--- config.mk ---
export PLATFORM = sky130hd
export DESIGN_NAME = mem_controller
export DESIGN_NICKNAME = d
export VERILOG_FILES = /design/src/rtl/mem_controller.sv
export SDC_FILE = /design/constraint.sdc
export NUM_CORES = 1
export LEC_CHECK = 0
export ABC_AREA = 1
export CORE_ASPECT_RATIO = 0.5
export CORE_UTILIZATION = 43
export CTS_CLUSTER_DIAMETER = 150
export CTS_CLUSTER_SIZE = 40
export DETAILED_ROUTE_END_ITERATION = 7
export PLACE_DENSITY = 0.91
export SLEW_MARGIN = 20
export SYNTH_ARGS = -nofsm -noshare
export SYNTH_HDL_FRONTEND = slang
export SYNTH_SLANG_ARGS = --single-unit
--- constraint.sdc ---
create_clock -name clk -period 2.1 [get_ports clk]
set_input_delay 0.21 -clock clk [delete_from_list [all_inputs] [get_ports clk]]
set_output_delay 0.21 -clock clk [all_outputs]
set_load 0.05 [all_outputs]
--- src/rtl/mem_controller.sv ---
// Multi-channel memory front end: each channel FSM claims one consumer's read or write,
// forwards it to memory and relays the response until the consumer releases its request.
module mem_controller #(
  parameter int DATA_WIDTH    = 16,
  parameter int ADDRESS_WIDTH = 8,
  parameter int NUM_CONSUMERS = 4,
  parameter int NUM_CHANNELS  = 1,
  parameter int WRITE_ENABLE  = 1
) (
  input  logic                                        clk,
  input  logic                                        reset,
  input  logic [NUM_CONSUMERS-1:0]                    consumer_read_valid,
  input  logic [NUM_CONSUMERS-1:0][ADDRESS_WIDTH-1:0] consumer_read_address,
  output logic [NUM_CONSUMERS-1:0]                    consumer_read_ready,
  output logic [NUM_CONSUMERS-1:0][DATA_WIDTH-1:0]    consumer_read_data,
  input  logic [NUM_CONSUMERS-1:0]                    consumer_write_valid,
  input  logic [NUM_CONSUMERS-1:0][ADDRESS_WIDTH-1:0] consumer_write_address,
  input  logic [NUM_CONSUMERS-1:0][DATA_WIDTH-1:0]    consumer_write_data,
  output logic [NUM_CONSUMERS-1:0]                    consumer_write_ready,
  output logic [NUM_CHANNELS-1:0]                     mem_read_valid,
  output logic [NUM_CHANNELS-1:0][ADDRESS_WIDTH-1:0]  mem_read_address,
  input  logic [NUM_CHANNELS-1:0]                     mem_read_ready,
  input  logic [NUM_CHANNELS-1:0][DATA_WIDTH-1:0]     mem_read_data,
  output logic [NUM_CHANNELS-1:0]                     mem_write_valid,
  output logic [NUM_CHANNELS-1:0][ADDRESS_WIDTH-1:0]  mem_write_address,
  output logic [NUM_CHANNELS-1:0][DATA_WIDTH-1:0]     mem_write_data,
  input  logic [NUM_CHANNELS-1:0]                     mem_write_ready
);
  localparam int CW = (NUM_CONSUMERS > 1) ? $clog2(NUM_CONSUMERS) : 1;

  typedef enum logic [2:0] {
    S_IDLE,
    S_READ_WAITING,
    S_WRITE_WAITING,
    S_READ_RELAYING,
    S_WRITE_RELAYING
  } state_t;

  state_t                   r_state     [NUM_CHANNELS];
  state_t                   w_state_nxt [NUM_CHANNELS];
  logic [CW-1:0]            r_cons      [NUM_CHANNELS];
  logic [CW-1:0]            w_cons_nxt  [NUM_CHANNELS];
  logic [NUM_CHANNELS-1:0]  w_claim, w_claim_rd, w_rd_done, w_wr_done, w_rd_rel, w_wr_rel;
  logic [NUM_CONSUMERS-1:0] r_serving, w_serving_nxt, w_wr_req;

  logic [NUM_CONSUMERS-1:0]                   r_rd_ready, r_wr_ready;
  logic [NUM_CONSUMERS-1:0][DATA_WIDTH-1:0]   r_rd_data;
  logic [NUM_CHANNELS-1:0]                    r_m_rv, r_m_wv;
  logic [NUM_CHANNELS-1:0][ADDRESS_WIDTH-1:0] r_m_ra, r_m_wa;
  logic [NUM_CHANNELS-1:0][DATA_WIDTH-1:0]    r_m_wd;

  // With the write path removed, write requests are invisible to the claim logic.
  assign w_wr_req = (WRITE_ENABLE != 0) ? consumer_write_valid : '0;

  // Claims walk channels in index order against a running taken mask, so a consumer
  // is never claimed twice in one cycle. Releases only touch already-taken consumers.
  always_comb begin
    logic [NUM_CONSUMERS-1:0] taken;
    logic                     found;
    taken         = r_serving;
    found         = 1'b0;
    w_serving_nxt = r_serving;
    w_claim       = '0;
    w_claim_rd    = '0;
    w_rd_done     = '0;
    w_wr_done     = '0;
    w_rd_rel      = '0;
    w_wr_rel      = '0;
    for (int ch = 0; ch < NUM_CHANNELS; ch++) begin
      w_state_nxt[ch] = r_state[ch];
      w_cons_nxt[ch]  = r_cons[ch];
      found           = 1'b0;
      case (r_state[ch])
        S_IDLE: begin
          for (int c = 0; c < NUM_CONSUMERS; c++) begin
            if (!found && !taken[c] && (consumer_read_valid[c] || w_wr_req[c])) begin
              found            = 1'b1;
              taken[c]         = 1'b1;
              w_serving_nxt[c] = 1'b1;
              w_claim[ch]      = 1'b1;
              w_claim_rd[ch]   = consumer_read_valid[c];
              w_cons_nxt[ch]   = CW'(c);
              w_state_nxt[ch]  = consumer_read_valid[c] ? S_READ_WAITING : S_WRITE_WAITING;
            end
          end
        end
        S_READ_WAITING: begin
          if (mem_read_ready[ch]) begin
            w_rd_done[ch]   = 1'b1;
            w_state_nxt[ch] = S_READ_RELAYING;
          end
        end
        S_WRITE_WAITING: begin
          if (mem_write_ready[ch]) begin
            w_wr_done[ch]   = 1'b1;
            w_state_nxt[ch] = S_WRITE_RELAYING;
          end
        end
        S_READ_RELAYING: begin
          if (!consumer_read_valid[r_cons[ch]]) begin
            w_rd_rel[ch]                 = 1'b1;
            w_serving_nxt[r_cons[ch]]    = 1'b0;
            w_state_nxt[ch]              = S_IDLE;
          end
        end
        S_WRITE_RELAYING: begin
          if (!consumer_write_valid[r_cons[ch]]) begin
            w_wr_rel[ch]                 = 1'b1;
            w_serving_nxt[r_cons[ch]]    = 1'b0;
            w_state_nxt[ch]              = S_IDLE;
          end
        end
        default: w_state_nxt[ch] = S_IDLE;
      endcase
    end
  end

  always_ff @(posedge clk) begin
    if (reset) begin
      for (int ch = 0; ch < NUM_CHANNELS; ch++) begin
        r_state[ch] <= S_IDLE;
        r_cons[ch]  <= '0;
      end
      r_serving  <= '0;
      r_rd_ready <= '0;
      r_wr_ready <= '0;
      r_rd_data  <= '0;
      r_m_rv     <= '0;
      r_m_wv     <= '0;
      r_m_ra     <= '0;
      r_m_wa     <= '0;
      r_m_wd     <= '0;
    end else begin
      r_serving <= w_serving_nxt;
      for (int ch = 0; ch < NUM_CHANNELS; ch++) begin
        r_state[ch] <= w_state_nxt[ch];
        r_cons[ch]  <= w_cons_nxt[ch];
        if (w_claim[ch] && w_claim_rd[ch]) begin
          r_m_rv[ch] <= 1'b1;
          r_m_ra[ch] <= consumer_read_address[w_cons_nxt[ch]];
        end
        if (w_claim[ch] && !w_claim_rd[ch]) begin
          r_m_wv[ch] <= 1'b1;
          r_m_wa[ch] <= consumer_write_address[w_cons_nxt[ch]];
          r_m_wd[ch] <= consumer_write_data[w_cons_nxt[ch]];
        end
        if (w_rd_done[ch]) begin
          r_m_rv[ch]             <= 1'b0;
          r_rd_ready[r_cons[ch]] <= 1'b1;
          r_rd_data[r_cons[ch]]  <= mem_read_data[ch];
        end
        if (w_wr_done[ch]) begin
          r_m_wv[ch]             <= 1'b0;
          r_wr_ready[r_cons[ch]] <= 1'b1;
        end
        if (w_rd_rel[ch]) r_rd_ready[r_cons[ch]] <= 1'b0;
        if (w_wr_rel[ch]) r_wr_ready[r_cons[ch]] <= 1'b0;
      end
    end
  end

  assign consumer_read_ready  = r_rd_ready;
  assign consumer_read_data   = r_rd_data;
  assign mem_read_valid       = r_m_rv;
  assign mem_read_address     = r_m_ra;
  assign consumer_write_ready = (WRITE_ENABLE != 0) ? r_wr_ready : '0;
  assign mem_write_valid      = (WRITE_ENABLE != 0) ? r_m_wv : '0;
  assign mem_write_address    = (WRITE_ENABLE != 0) ? r_m_wa : '0;
  assign mem_write_data       = (WRITE_ENABLE != 0) ? r_m_wd : '0;

endmodule

== After elaboration in Yosys (flattened, before gate mapping) ==
Memory sizes are Yosys's and may differ from the RTL's.
Index checks and enable logic that the tools add are counted.

* Register bits after elaboration: 110
* Output and inout port bits: 106
* Memories: 2
* Word-level logic and storage cells: 144
* Input bits: 156
* Memory bits (writable): 5

* Mux-type cells: 76
* Reductions and logical operators: 32
* Equal/unequal tests: 10
* Bitwise operators: 6
* Magnitude comparators: 3

{| class="wikitable"
|+ Memories
! name !! depth !! bits a word !! read ports !! clocked after memory_dff !! write ports !! RTL line !! RTL
|-
| r_state || 1 || 3 || 1 || 0 || 1 || 39 || <nowiki>state_t r_state [NUM_CHANNELS];</nowiki>
|-
| r_cons || 1 || 2 || 1 || 0 || 1 || 41 || <nowiki>logic [CW-1:0] r_cons [NUM_CHANNELS];</nowiki>
|}

{| class="wikitable"
|+ Operators by type and width
! kind !! number
|-
| $bwmux 64 || 1
|-
| $mux 1 || 35
|-
| $bmux 16 s2 || 1
|-
| $bmux 8 s2 || 2
|-
| $demux 16 s2 || 1
|-
| $mux 16 || 2
|-
| $mux 4 || 8
|-
| $mux 3 || 9
|-
| $mux 2 || 10
|-
| $mux 8 || 2
|-
| $reduce_and 4->1 || 4
|-
| $pmux 3 s5 || 1
|-
| $and 4x4->4 || 3
|-
| $ne 2x2->1 const B || 6
|-
| $pmux 4 s3 || 1
|-
| $logic_and 1x1->1 || 10
|-
| $logic_not 1->1 || 8
|-
| $or 4x4->4 || 2
|-
| $eq 3x2->1 const B || 2
|-
| $lt 2x3->1 const B || 2
|-
| $reduce_or 2->1 || 3
|-
| $bmux 1 s2 || 2
|-
| $logic_or 1x1->1 || 4
|-
| $not 4->4 || 1
|-
| 7 further kinds || 7
|}

== Longest topological paths before layout ==
* Depth in word-level cells: 21
* Depth in mapped cells: 14
* Mapped depth without buffers: 12

== Worst setup path before layout ==
OpenSTA, ideal clock, no wires.

* Kind: register to register
* Start: mem r_state[0][2] (netlist name)
* End: reg r_rd_data, in the netlist consumer_read_data[10]
* Period minus slack after synthesis: 1.588 ns
* Stages on the path, launching flop included: 10
* Slack: 0.512 ns
* Data required time: 1.968 ns
* Path buffers: 1
* Setup time: 0.132 ns
* Arrival: 1.456 ns
* Path through: dfxtp_1 -> nor3_1 -> inv_1 -> nor2_1 -> inv_2 -> nor2_4 -> inv_2 -> clkbuf_1 -> nand2_1 -> a21oi_1

* Longest elaborated chain between the ends: 3

{| class="wikitable"
|+ RTL lines
! item !! RTL line !! RTL
|-
| start, declared || 39 ||
|-
| $mem_v2 1x3 || n/a ||
|-
| $eq 3x1->1 || 73 || <nowiki>case (r_state[ch])</nowiki>
|-
| $mux 1 || 73 ||
|-
| end signal, assigned by index || 150 || <nowiki>r_rd_data[r_cons[ch]] <= mem_read_data[ch];</nowiki>
|-
| end, declared || 47 || <nowiki>logic [NUM_CONSUMERS-1:0][DATA_WIDTH-1:0] r_rd_data;</nowiki>
|}

Every way passes these cells.
A chain may end at the register's enable or synchronous reset.

== Final worst setup path ==
* Start: mem r_state[0][1] (netlist name)
* End: reg r_m_wd, in the netlist mem_write_data[3]

* Longest elaborated chain between the ends: 5
* Elaborated cells on any way between the ends: 9
* Those cells by class: mux (5); reduce/logical (3); memory (1)

{| class="wikitable"
|+ RTL lines
! item !! RTL line !! RTL
|-
| $mem_v2 1x3 * || n/a ||
|-
| $logic_not 3->1 * || 73 ||
|-
| $mux 2 or $mux 1 (tied branches) || 73 ||
|-
| $bmux 16 s2 or $logic_not 1->1 (tied branches) || 145, 142 ||
|-
| $mux 16 (implied by the code) or $logic_and 1x1->1 (tied branches) || 145, 142 ||
|-
| end signal, assigned by index || 145 || <nowiki>r_m_wd[ch] <= consumer_write_data[w_cons_nxt[ch]];</nowiki>
|-
| end, declared || 50 || <nowiki>logic [NUM_CHANNELS-1:0][DATA_WIDTH-1:0] r_m_wd;</nowiki>
|}

Every way passes the cells marked *; elsewhere a longest branch is shown, timed or not. The select of a mux whose other input is x is not followed.

==> flow_metrics.py <==
metrics = {
    "logic_synthesis": {
        "synthCells": 1000,
        "synthArstFlopShare": 0,
        "synthAdderAreaFrac": 0,
        "synthXorXnorAreaFrac": 0,
        "synth-edff-count": 0,
        "ys_ff_latch": 115,
        "synthFlopType": "dfxtp_1",
        "synthMuxAreaShare": 0,
        "yosys_warnings": 0,
        "synth_nets": 1156,
        "syn_avg_cell_area_um2": 6.17,
        "yosysSeqAreaShare": 0.373,
        "synthDistinctLibCells": 28,
        "synth-simple-area-share": 0.341,
        "synth_compound_area_frac": 0.110,
        "synth_area_um2": 6170,
        "synth_top_family_by_area": "simple AND/OR/NAND/NOR gates",
    },
    "cts": {
        "clk_pin_slew_ns": 0.06,
        "cts_max_level": 4,
        "clock_path_buffers": 2,
        "cts_sinks": 115,
        "cts_tree": "done",
        "clock-root-buffer": "clkbuf_16",
        "cts_buffers": 17,
        "insertion_delay_ns": 0.41,
    },
    "sta": {
        "fmax_mhz": 515,
        "hold_viol_final": 0,
        "relSlewSlack": 0.624,
        "fin_skew_ns": 0.0107,
        "period_share": 0.925,
        "min_period_ns": 1.94,
        "tightest_slew_ns": 0.563,
        "rsz0062_at_grt": "no",
        "setup_violations": 0,
        "finalWorstSetupSlack_ns": 0.157,
        "setup-tns-final_ns": 0,
        "drv_slew": 0,
    },
    "floorplanning": {
        "initial_core_util": 0.448,
        "num_rows": 30,
        "io_pins": 262,
        "die_h_um": 86.7,
        "die_area_um2": 14900,
        "die_w_um": 171,
        "core-area_um2": 13800,
    },
    "setup_path": {
        "cp-endpoint": "mem_write_data[3]",
        "required_ns": 2.39,
        "critPathLaunch": "r_state[0][1]",
        "rrSetupSlack_ns": 0.16,
        "end_kind": "register",
        "reg2reg_from": "r_state[0][1]",
        "path_cells": "or2_1 > nor2_4 > buf_4 > a21oi_2 > a21o_1 > buf_12 > nand3_1 > nand3_1 > nand2_1 > inv_1",
        "crit_fanout": 13,
        "crit_top_cell": "nand3_1",
        "crit_type": "register to register",
        "r2r_cells": 10,
        "cp-start-kind": "register",
        "cp_slowest_cell": "dfxtp_1",
        "slowest_delay_ns": 0.34,
        "critPathArrivalTime_ns": 2.23,
        "timing.rr.end": "mem_write_data[3]",
    },
    "finish": {
        "regArea_um2": 2300,
        "multi_input_area_um2": 2790,
        "final_core_util": 0.709,
        "syn2layout_area_growth_pct": 58.2,
        "n_antenna_cell": 0,
        "nets": 1416,
        "final_common_cell": "nand2_1",
        "final_cell_mix": "266 x nand2_1, 260 x clkdlybuf4s50_1, 212 x inv_1",
        "num-fill-cells": 1066,
        "drive_above_1_share": 0.0691,
    },
    "power_and_ir_drop": {
        "power.density_nw_per_um2": 1430,
        "ir_drop_uv": 1070,
        "power.leakage_uw": 0.00450,
    },
    "hold_path": {
        "holdCritPathClass": "input pin to register",
    },
    "global_routing": {
        "grt_max_degree": 73,
        "grt_pass1_wl_um": 33800,
        "antenna_found_initial": 0,
        "grt_use_total": 0.284,
        "grt_pass1_vias": 7117,
        "grt_overflow": 0,
    },
    "placement": {
        "dp_hpwl_um": 15400,
        "gp_congestion": 0.939,
        "post-place-ws_ns": -0.116,
        "port_buffers": 261,
    },
    "routing": {
        "post-route-drc-count": 0,
        "vias": 7380,
        "drt_first_pass_iters": 6,
        "wl_per_cell_um": 14.5,
        "drt-initial-drc-count": 581,
        "vias_per_cell": 5.04,
        "drtAntennaViolNets": 0,
        "wirelength_um": 21200,
    },
    "flow_run": {
        "cap_violations": 0,
    },
    "outcome": {
        "run_status": "finished clean",
    },
}
cell type report:
type / count / share of cell area
clock inverters: 15 / 0.0187
repair buffers: 294 / 0.307
inverters: 221 / 0.0849
well taps: 192 / 0.0246
flip-flops and latches: 115 / 0.236
multi-input cells: 611 / 0.286
clock buffers: 17 / 0.0435
stage by stage:
stage	hold slack [ns]	total power (uW)	std cells	instance area [um^2]
after floorplan	0.357	8310	1000	6170
after global placement	0.447	10600	1431	9140
after detailed placement	0.453	10800	1431	9140
after CTS	0.194	13900	1463	9750
after global routing	0.205	14800	1465	9770
final	0.203	14000	1465	9770
worst min-delay path by stage:
stage	from	to	slack [ns]	cells after the start
after floorplan	mem_read_data[0]	consumer_read_data[16]	0.36	2
after global placement	consumer_read_data[53]	consumer_read_data[53]	0.45	2
after detailed placement	consumer_read_data[33]	consumer_read_data[33]	0.45	2
after CTS	reset	r_cons[0][1]	0.19	2
after global routing	reset	r_cons[0][0]	0.21	2
final	reset	r_cons[0][1]	0.20	2
synthesized netlist by cell type, drive strengths merged, types with 2 or more instances:
master | count | share of area
nand2 | 269 | 0.16
inv | 221 | 0.13
nand3 | 174 | 0.14
dfxtp | 115 | 0.37
a21oi | 109 | 0.090
buf | 34 | 0.031
nor2 | 31 | 0.025
clkbuf | 19 | 0.012
o21ai | 7 | 0.0075
nand4 | 6 | 0.0061
a211oi | 4 | 0.0049
o22ai | 4 | 0.0041
nor3 | 2 | 0.0016
power breakdown:
group | leakage [uW] | total [uW] | internal (uW) | switching (uW)
sequential | 0.000936 | 2920 | 2640 | 282
clock | 0.000298 | 2990 | 1810 | 1180
combinational | 0.00326 | 8050 | 2910 | 5140
layer usage:
metal / global-route usage / part of all wire / vias to the layer above / wire length [um]
li1: - / - / 3607 / -
met1: 0.334 / 0.42 / 3395 / 8950
met2: 0.523 / 0.50 / 324 / 10600
met3: 0.0461 / 0.056 / 54 / 1180
met4: 0.104 / 0.026 / 0 / 545
met5: 0 / 0 / - / 0
registers in the layout, summed over array words and instances (netlist names), named ones only:
register             flops
r_serving                4
r_state                  3
mem_read_address         8
mem_read_valid           1
mem_write_data          16
consumer_read_ready      4
r_cons                   2
mem_write_address        8
mem_write_valid          1
consumer_read_data      64
timing repair:
item	in CTS	in global routing
buffers inserted	0	2
resized for setup	0	1
setup endpoints to repair	0	3
hold buffers	0	0
cell families (layout without fill, tap and decap cells):
| logic type | count (synthesis) | after routing |
|---|---|---|
| buffers and inverters | 274 | 547 |
| DFF | 115 | 115 |
| AOI/OAI and AO/OA | 127 | 127 |
| and+or+nand+nor | 484 | 484 |
critical path: cells and delay by family, from the launching register on:
kind / cells / cell delay [ns]
compound gates: 2 / 0.30
flops: 1 / 0.34
buf+inv: 3 / 0.42
simple gates: 5 / 0.76
No activity file was read; power rests on OpenSTA's default activity.
